## config.mk

```make
export PLATFORM = sky130hd
export DESIGN_NAME = ifetch_queue
export DESIGN_NICKNAME = d
export VERILOG_FILES = /design/src/rtl/ifq_pkg.sv /design/src/rtl/ifq_fifo.sv /design/src/rtl/ifetch_queue.sv
export SDC_FILE = /design/constraint.sdc
export NUM_CORES = 1
export LEC_CHECK = 0
export BUFFER_PORTS_ARGS = -buffer_cell sky130_fd_sc_hd__buf_2
export CAP_MARGIN = 20
export CORE_ASPECT_RATIO = 0.5
export CORE_UTILIZATION = 40
export DETAILED_ROUTE_END_ITERATION = 16
export SYNTH_ARGS = -nofsm -noshare
export SYNTH_HDL_FRONTEND = slang
export SYNTH_SLANG_ARGS = --single-unit
```

## constraint.sdc

```tcl
create_clock -name clk -period 3.9 [get_ports clk]
set_input_delay 0.78 -clock clk [delete_from_list [all_inputs] [get_ports clk]]
set_output_delay 0.78 -clock clk [all_outputs]
set_load 0.02 [all_outputs]
```

## src/rtl/ifq_pkg.sv

```systemverilog
// Shared types and constants for the instruction fetch queue.
package ifq_pkg;

    localparam logic [31:0] NOP_INSTR = 32'h0000_0013;

    typedef struct packed {
        logic [31:0] pc;
        logic [31:0] instr;
    } ifq_entry_t;

    function automatic int unsigned ptr_width(input int unsigned depth);
        return (depth > 1) ? $clog2(depth) : 1;
    endfunction

endpackage

```

## src/rtl/ifq_fifo.sv

```systemverilog
// Synchronous FIFO of fetched {pc, instr} entries with flush; head is read combinationally.
module ifq_fifo
    import ifq_pkg::*;
#(
    parameter int unsigned DEPTH = 4
) (
    input  logic                          clk,
    input  logic                          rst,
    input  logic                          push,
    input  ifq_entry_t                    push_data,
    input  logic                          pop,
    input  logic                          flush,
    output logic [ptr_width(DEPTH):0]     count,
    output ifq_entry_t                    head
);

    localparam int unsigned PTR_W = ptr_width(DEPTH);
    localparam logic [PTR_W:0] FULL_CNT = (PTR_W + 1)'(DEPTH);

    ifq_entry_t       mem [DEPTH];
    logic [PTR_W-1:0] wr_ptr;
    logic [PTR_W-1:0] rd_ptr;

    always_ff @(posedge clk or posedge rst) begin
        if (rst) begin
            wr_ptr <= '0;
            rd_ptr <= '0;
            count  <= '0;
        end else if (flush) begin
            wr_ptr <= '0;
            rd_ptr <= '0;
            count  <= '0;
        end else begin
            if (push) wr_ptr <= wr_ptr + 1'b1;
            if (pop)  rd_ptr <= rd_ptr + 1'b1;
            if (push && !pop)      count <= count + 1'b1;
            else if (pop && !push) count <= count - 1'b1;
        end
    end

    // Storage needs no reset; count gates every read.
    always_ff @(posedge clk) begin
        if (push && !flush) mem[wr_ptr] <= push_data;
    end

    assign head = mem[rd_ptr];

    overflow_chk: assert property (@(posedge clk) disable iff (rst)
        !(push && !pop && !flush && count == FULL_CNT));

endmodule

```

## src/rtl/ifetch_queue.sv

```systemverilog
// Fetch unit: owns fetch PC, issues imem reads under a credit limit, buffers responses.
// Define IFQ_BYPASS_EN to forward a response straight to decode when the queue is empty.
module ifetch_queue
    import ifq_pkg::*;
#(
    parameter int unsigned DEPTH    = 4,
    parameter logic [31:0] RESET_PC = 32'h0000_0000
) (
    input  logic        clk,
    input  logic        rst,
    output logic        imem_req,
    output logic [31:0] imem_addr,
    input  logic [31:0] imem_rdata,
    input  logic        redirect_valid,
    input  logic [31:0] redirect_pc,
    input  logic        hold,
    output logic        if_valid,
    output logic [31:0] if_pc,
    output logic [31:0] if_instr,
    input  logic        if_ready,
    output logic [31:0] fetch_pc
);

    localparam int unsigned CNT_W = ptr_width(DEPTH) + 1;
    localparam logic [CNT_W:0] DEPTH_L = (CNT_W + 1)'(DEPTH);

    logic [31:0]      fetch_pc_q;
    logic             inflight;
    logic [31:0]      inflight_pc;
    logic             drop;
    logic [CNT_W-1:0] fifo_count;
    ifq_entry_t       fifo_head;
    ifq_entry_t       rsp_entry;
    ifq_entry_t       head_sel;
    logic             fifo_empty;
    logic             rsp_valid;
    logic             bypass;
    logic             pop;
    logic             fifo_push;
    logic             fifo_pop;
    logic [CNT_W:0]   occupancy;

    assign fifo_empty = (fifo_count == '0);
    assign rsp_valid  = inflight && !drop;
    assign rsp_entry  = '{pc: inflight_pc, instr: imem_rdata};

`ifdef IFQ_BYPASS_EN
    assign bypass = fifo_empty && rsp_valid;
`else
    assign bypass = 1'b0;
`endif

    assign if_valid = !fifo_empty || bypass;
    assign pop      = if_valid && if_ready && !hold && !redirect_valid;
    assign fifo_pop = pop && !fifo_empty;
    // A bypassed response consumed this cycle never enters the FIFO.
    assign fifo_push = rsp_valid && !redirect_valid && !(bypass && pop);

    always_comb begin
        head_sel = fifo_head;
        if (fifo_empty) head_sel = rsp_entry;
    end

    assign if_pc    = if_valid ? head_sel.pc    : '0;
    assign if_instr = if_valid ? head_sel.instr : NOP_INSTR;

    // Entries that will occupy the queue once the pending response lands.
    assign occupancy = {1'b0, fifo_count}
                     + {{CNT_W{1'b0}}, inflight}
                     - {{CNT_W{1'b0}}, pop};

    assign imem_req  = !rst && !hold && !redirect_valid && (occupancy < DEPTH_L);
    assign imem_addr = fetch_pc_q;
    assign fetch_pc  = fetch_pc_q;

    always_ff @(posedge clk or posedge rst) begin
        if (rst) begin
            fetch_pc_q  <= RESET_PC;
            inflight    <= 1'b0;
            inflight_pc <= '0;
            drop        <= 1'b0;
        end else if (redirect_valid) begin
            fetch_pc_q <= {redirect_pc[31:2], 2'b00};
            drop       <= inflight;
            inflight   <= 1'b0;
        end else begin
            inflight <= imem_req;
            if (imem_req) begin
                fetch_pc_q  <= fetch_pc_q + 32'd4;
                inflight_pc <= fetch_pc_q;
                drop        <= 1'b0;
            end
        end
    end

    ifq_fifo #(
        .DEPTH (DEPTH)
    ) u_fifo (
        .clk       (clk),
        .rst       (rst),
        .push      (fifo_push),
        .push_data (rsp_entry),
        .pop       (fifo_pop),
        .flush     (redirect_valid),
        .count     (fifo_count),
        .head      (fifo_head)
    );

endmodule
```

======== Word-level counts from Yosys, hierarchy flattened ========
Memories as Yosys holds them, arrays and structs flattened.
Index checks and enable logic that the tools add are counted.
W data, S select, Z words.
operators by class
  magnitude comparators ................... 1
  $add $sub $neg .......................... 7
  reduce and logical (&&, ||, !) cells .... 25
  bitwise operators ....................... 1
  muxes and demuxes ....................... 16
operator list
  kind                     count
  $mux W32                 4
  $add A32 B3 Y32 const B  1
  $logic_and A1 B1 Y1      12
  $mux W3                  3
  $mux W2                  4
  $logic_not A1 Y1         7
  $reduce_bool A2 Y1       3
  $mux W1                  5
  $add A2 B1 Y2 const B    2
  $add A3 B1 Y4            1
  $lt A4 B3 Y1 const B     1
  $sub A4 B1 Y4            1
  $add A3 B1 Y3 const B    1
  $logic_not A3 Y1         1
  $reduce_bool A3 Y1       1
  $sub A3 B1 Y3 const B    1
  $reduce_and A2 Y1        1
  $not A1 Y1               1
word-level totals
  memories ................................ 1
  word-level logic and storage cells ...... 58
  output and inout port bits .............. 130
  bits of input ports ..................... 69
  flip-flop bits (word level) ............. 73
  RAM bits ................................ 256
memories
  name        words  bits a word  read ports  clocked after memory_dff  wr ports  line            text
  u_fifo.mem  4      64           1           0                         1         ifq_fifo.sv:20  ifq_entry_t mem [DEPTH];

======== Logic depth before layout (Yosys ltp) ========
  word-level depth ........................ 10
  mapped depth ............................ 14
  mapped depth without buffers ............ 12

======== Modules after synthesis ========
A second synthesis with hierarchy kept.
second synthesis, totals
  cells, all modules ...................... 786
  area total of the unflattened synthesis .. 13619.3 um2
by module, submodules not included
  module        sequential area each (um2)  times used  area an instance (um2)  cells each
  ifq_fifo      7862.5                      1           9654.3                  377
  ifetch_queue  1551.5                      1           3965.1                  409

======== Worst setup path after synthesis ========
OpenSTA, ideal clock, no wires.
  path type ............................... input -> output
  from .................................... input redirect_valid
  to ...................................... output imem_req
  buffers on the path ..................... 3
  data arrival time ....................... 3.145 ns
  stages .................................. 12
  data required time ...................... 3.120 ns
  slack ................................... -0.025 ns
  path through ............................ clkbuf_1 > clkinv_1 > and2_1 > ha_1 > inv_1 > ha_1 > and3b_1 > o211a_1 > nor2_2 > buf_2 > clkbuf_1 > inv_1
between the ends
  longest elaborated chain between the ends .. 5
  elaborated cells between the ends (all ways) .. 6
  those cells by class .................... add/sub: 1; order compare: 1; reduce/logical: 4
ends and longest elaborated chain
  element                line                                    text
  from (decl)            ifetch_queue.sv:14                      input logic redirect_valid,
  $logic_not A1 Y1 *     ifetch_queue.sv:54, ifetch_queue.sv:72
  $logic_and A1 B1 Y1    ifetch_queue.sv:54                      assign pop = if_valid && if_ready && !hold && !redirect_valid;
  $sub A4 B1 Y4          ifetch_queue.sv:70                      - {{CNT_W{1'b0}}, pop};
  $lt A4 B3 Y1           ifetch_queue.sv:72                      assign imem_req = !rst && !hold && !redirect_valid && (occupancy < DEPTH_L);
  $logic_and A1 B1 Y1 *  ifetch_queue.sv:72
  to (decl)              ifetch_queue.sv:11                      output logic imem_req,
Mark *: on every way between the ends. The rest lies on a longest branch, timed or not.

======== Worst setup path in the final report ========
  from .................................... register u_fifo.count[1]
  to ...................................... output imem_req
between the ends
  longest elaborated chain between the ends .. 8
  elaborated cells between the ends (all ways) .. 9
  those cells by class .................... add/sub: 2; order compare: 1; reduce/logical: 6
ends and longest elaborated chain
  element                                                line                text
  from (decl)                                            ifq_fifo.sv:13      output logic [ptr_width(DEPTH):0] count,
  from (signal assigned)                                 ifq_fifo.sv:36      if (push && !pop) count <= count + 1'b1;
  from (signal assigned)                                 ifq_fifo.sv:37      else if (pop && !push) count <= count - 1'b1;
  branches (longest 5 deep; another with $add A3 B1 Y4)  -
  $sub A4 B1 Y4 *                                        ifetch_queue.sv:70
  $lt A4 B3 Y1 *                                         ifetch_queue.sv:72
  $logic_and A1 B1 Y1 *                                  ifetch_queue.sv:72
Mark *: on every way between the ends.

==> flow_metrics.tcl <==
set metrics [dict create \
    antenna_found_initial 0 \
    grt_max_degree 64 \
    rows 46 \
    maxCapViolCount 0 \
    syn-mean-instance-area_sq_um 16.3 \
    total_power_uw 8460 \
    nets 1067 \
    period_needed_ns 3.68 \
    n_fill_cell 2800 \
    seq_area_frac_synth 0.698 \
    via_per_inst 5.14 \
    yosysWarnings 0 \
    cts_max_level 1 \
    r2r_start "u_fifo.count[1]" \
    synth_ff_type "edfxtp_1" \
    p_leak_uw 0.00580 \
    hp-class "in2reg" \
    gr-total-overflow 0 \
    ctsHoldBuffers 0 \
    root_buffer "clkbuf_16" \
    critPathMaxStageDelay_ns 0.43 \
    diodes 0 \
    max_slew_margin 0.412 \
    rsz0062_at_grt "false" \
    die-area_sq_um 33600 \
    clock-sinks 317 \
    netlist_area_sq_um 13100 \
    crit_path_end_kind "output port" \
    core_area_sq_um 32000 \
    max_freq_ghz 0.271 \
    critPathLaunchType "flop" \
    cts_inserted_buffers 30 \
    regToRegSetupSlack_ns 0.73 \
    clockBufferDepth 3 \
    cts_tree "yes" \
    start_util 0.411 \
    finalWirelength_um 29300 \
    path_clk_slew_ns 0.07 \
    place_hpwl_um 18600 \
    ys_async_sr_fraction 0.218 \
    cp.required_ns 3.12 \
    fin_skew_ns 0.0129 \
    syn_inst 808 \
    r2r-end "fetch_pc[12]" \
    final.setup.worst_slack_ns 0.216 \
    drtAntennaViolNets 0 \
    vias 7433 \
    area_growth_pct 17.9 \
    worstPathArrival_ns 2.90 \
    yosys.area.top_type "edfxtp_1" \
    critPathMaxFanout 4 \
    synth_edf_count 248 \
    pre_cts_ws_ns 0.407 \
    worstSetupStartpoint "u_fifo.count[1]" \
    hold_end "fetch_pc[24]" \
    drt_iter0_drc 497 \
    cts_setup_buffers 0 \
    stdcell_count 1445 \
    crit_chain "nor3_2, nor3b_2, and2_1, ha_1, inv_1, ha_1, and3b_1, nor4_4, nor2_4, inv_1, buf_2" \
    ys_ff_latch 317 \
    netlist_top_cells_area "edfxtp_1 (57%), dfrtp_1 (13%), mux4_2 (11%)" \
    setup_viol 0 \
    gp_congestion 0.776 \
    power_density_nw_per_um2 545 \
    port_buffers 190 \
    drive_gt1_frac 0.340 \
    final.setup.tns_ns 0 \
    netlist.area_leader.share 0.566 \
    slew_viol_final 0 \
    dpl.cell_count 1389 \
    hold_violations 0 \
    status "finished clean" \
    wl_per_cell_um 20.3 \
    yosysUniqueCellTypes 54 \
    cts.repair.resized 0 \
    clk_latency_ns 0.56 \
    die_y_um 130 \
    cpMaxStageDelayCell "dfrtp_1" \
    reg2regPathDepth 13 \
    hold_start "redirect_pc[24]" \
    pin_count 199 \
    die_x_um 258 \
    hold_depth 2 \
    peakVddDrop_v 0.000269 \
    grt_usage 0.175 \
    period_share 0.945 \
    path_class "reg2out" \
    grt_first_pass_wirelength_um 44700 \
    grt_pass1_vias 7576 \
    first_pass_iters 5 \
    drc_errors 0 \
    tightest_slew_ns 0.881 \
]
[cells in the final DEF (no fill, tap or decap), types with 6 or more instances in the layout]
cell and count:
dfrtp_1 67, o211ai_1 9, nor2_1 18, xnor2_1 8, ha_1 8, nor3_1 8, clkinv_2 6, nor2b_1 62
nand4_1 8, o2111ai_1 7, o21ai_0 16, clkbuf_1 6, a221o_1 12, conb_1 6, nand2_1 109, nand3_1 8
buf_2 190, buf_4 18, mux4_2 62, inv_1 12, xor2_1 9, edfxtp_1 248, clkinv_1 10, a21o_1 8
buf_12 9, clkbuf_16 31
[Yosys cell counts (2+ instances only)]
cell type    n
inv_1       13
o311ai_0     2
nor3_1       9
nand2b_1     2
mux2_2       2
or2_2        3
and2_1       7
nand4_1      8
nor2b_1     62
nor4_2       2
o2111ai_1    7
o211ai_1     9
ha_1         8
nor4_4       2
a21o_1       8
xnor2_1      8
a221o_1     12
nor2_1      18
nand3_1      8
xor2_1       9
and3_1       2
o21ai_0     16
mux2i_1      2
a21oi_1      2
clkbuf_1    21
nor3b_1      3
mux4_2      62
edfxtp_1   248
o21bai_1     4
buf_2       11
nand2_1    109
buf_6        2
dfrtp_1     69
buf_4       38
[flip-flops by register name (all words and copies together), names as in the netlist]
register       count
u_fifo.mem       248
fetch_pc          30
inflight_pc       30
u_fifo.count       3
u_fifo.rd_ptr      2
u_fifo.wr_ptr      2
drop               1
inflight           1
[through the flow]
stage	utilization	hold slack, ns	area (sq um)
after floorplan	-	0.473	13200
after global placement	0.455	0.490	14600
after detailed placement	0.455	0.507	14600
after CTS	0.485	0.404	15500
after global routing	0.485	0.416	15500
final	0.485	0.423	15500
[area by class of cell]
type	count	area, sq um	share of cell area
multi-input cells	408	3510	0.226
clock inverters	18	139	0.00896
repair buffers	217	1270	0.0817
clock buffers	38	812	0.0524
flip-flops and latches	317	9180	0.592
well taps	432	541	0.0349
inverters	15	57.6	0.00371
[worst max path at each step]
stage                    to  slack, ns  cells past startpoint
2_1_floorplan      imem_req       0.04                     12
3_3_place_gp   fetch_pc[15]       0.53                     13
3_5_place_dp   fetch_pc[12]       0.41                     13
4_1_cts            imem_req       0.16                     11
5_1_grt            imem_req       0.02                     11
6_report           imem_req       0.22                     11
[worst max-delay path: cells and delay by family, from the launching register on]
kind	cells	cell delay [ns]
and+or+nand+nor	6	1.24
DFF	1	0.43
adders and majority gates	2	0.38
buffers and inverters	3	0.30
[report_power, final]
part	total, uW	internal [uW]	leakage [uW]	switching [uW]
sequential	4330	4020	0.00311	313
clock	2850	1600	0.000467	1250
combinational	1270	475	0.00222	798
[metal layers]
layer | vias to the layer above | wire length (um) | global-route usage
met1 | 3883 | 13100 | 0.242
met2 | 129 | 14700 | 0.293
li1 | 3386 | - | -
met3 | 35 | 1020 | 0.0291
met5 | - | 0 | 0
met4 | 0 | 470 | 0.0352
[logic make-up after synthesis]
group,Yosys count,share of synthesized area
buffers and inverters,88,0.0382
AO/OA/AOI/OAI,66,0.0379
flip-flops,317,0.698
XOR/XNOR,17,0.0113
other,1,0.000285
AND/OR/NAND/NOR,244,0.0961
multiplexers,66,0.109
adder cells (fa/ha/maj),9,0.00914
No activity file was read; power rests on OpenSTA's default activity.
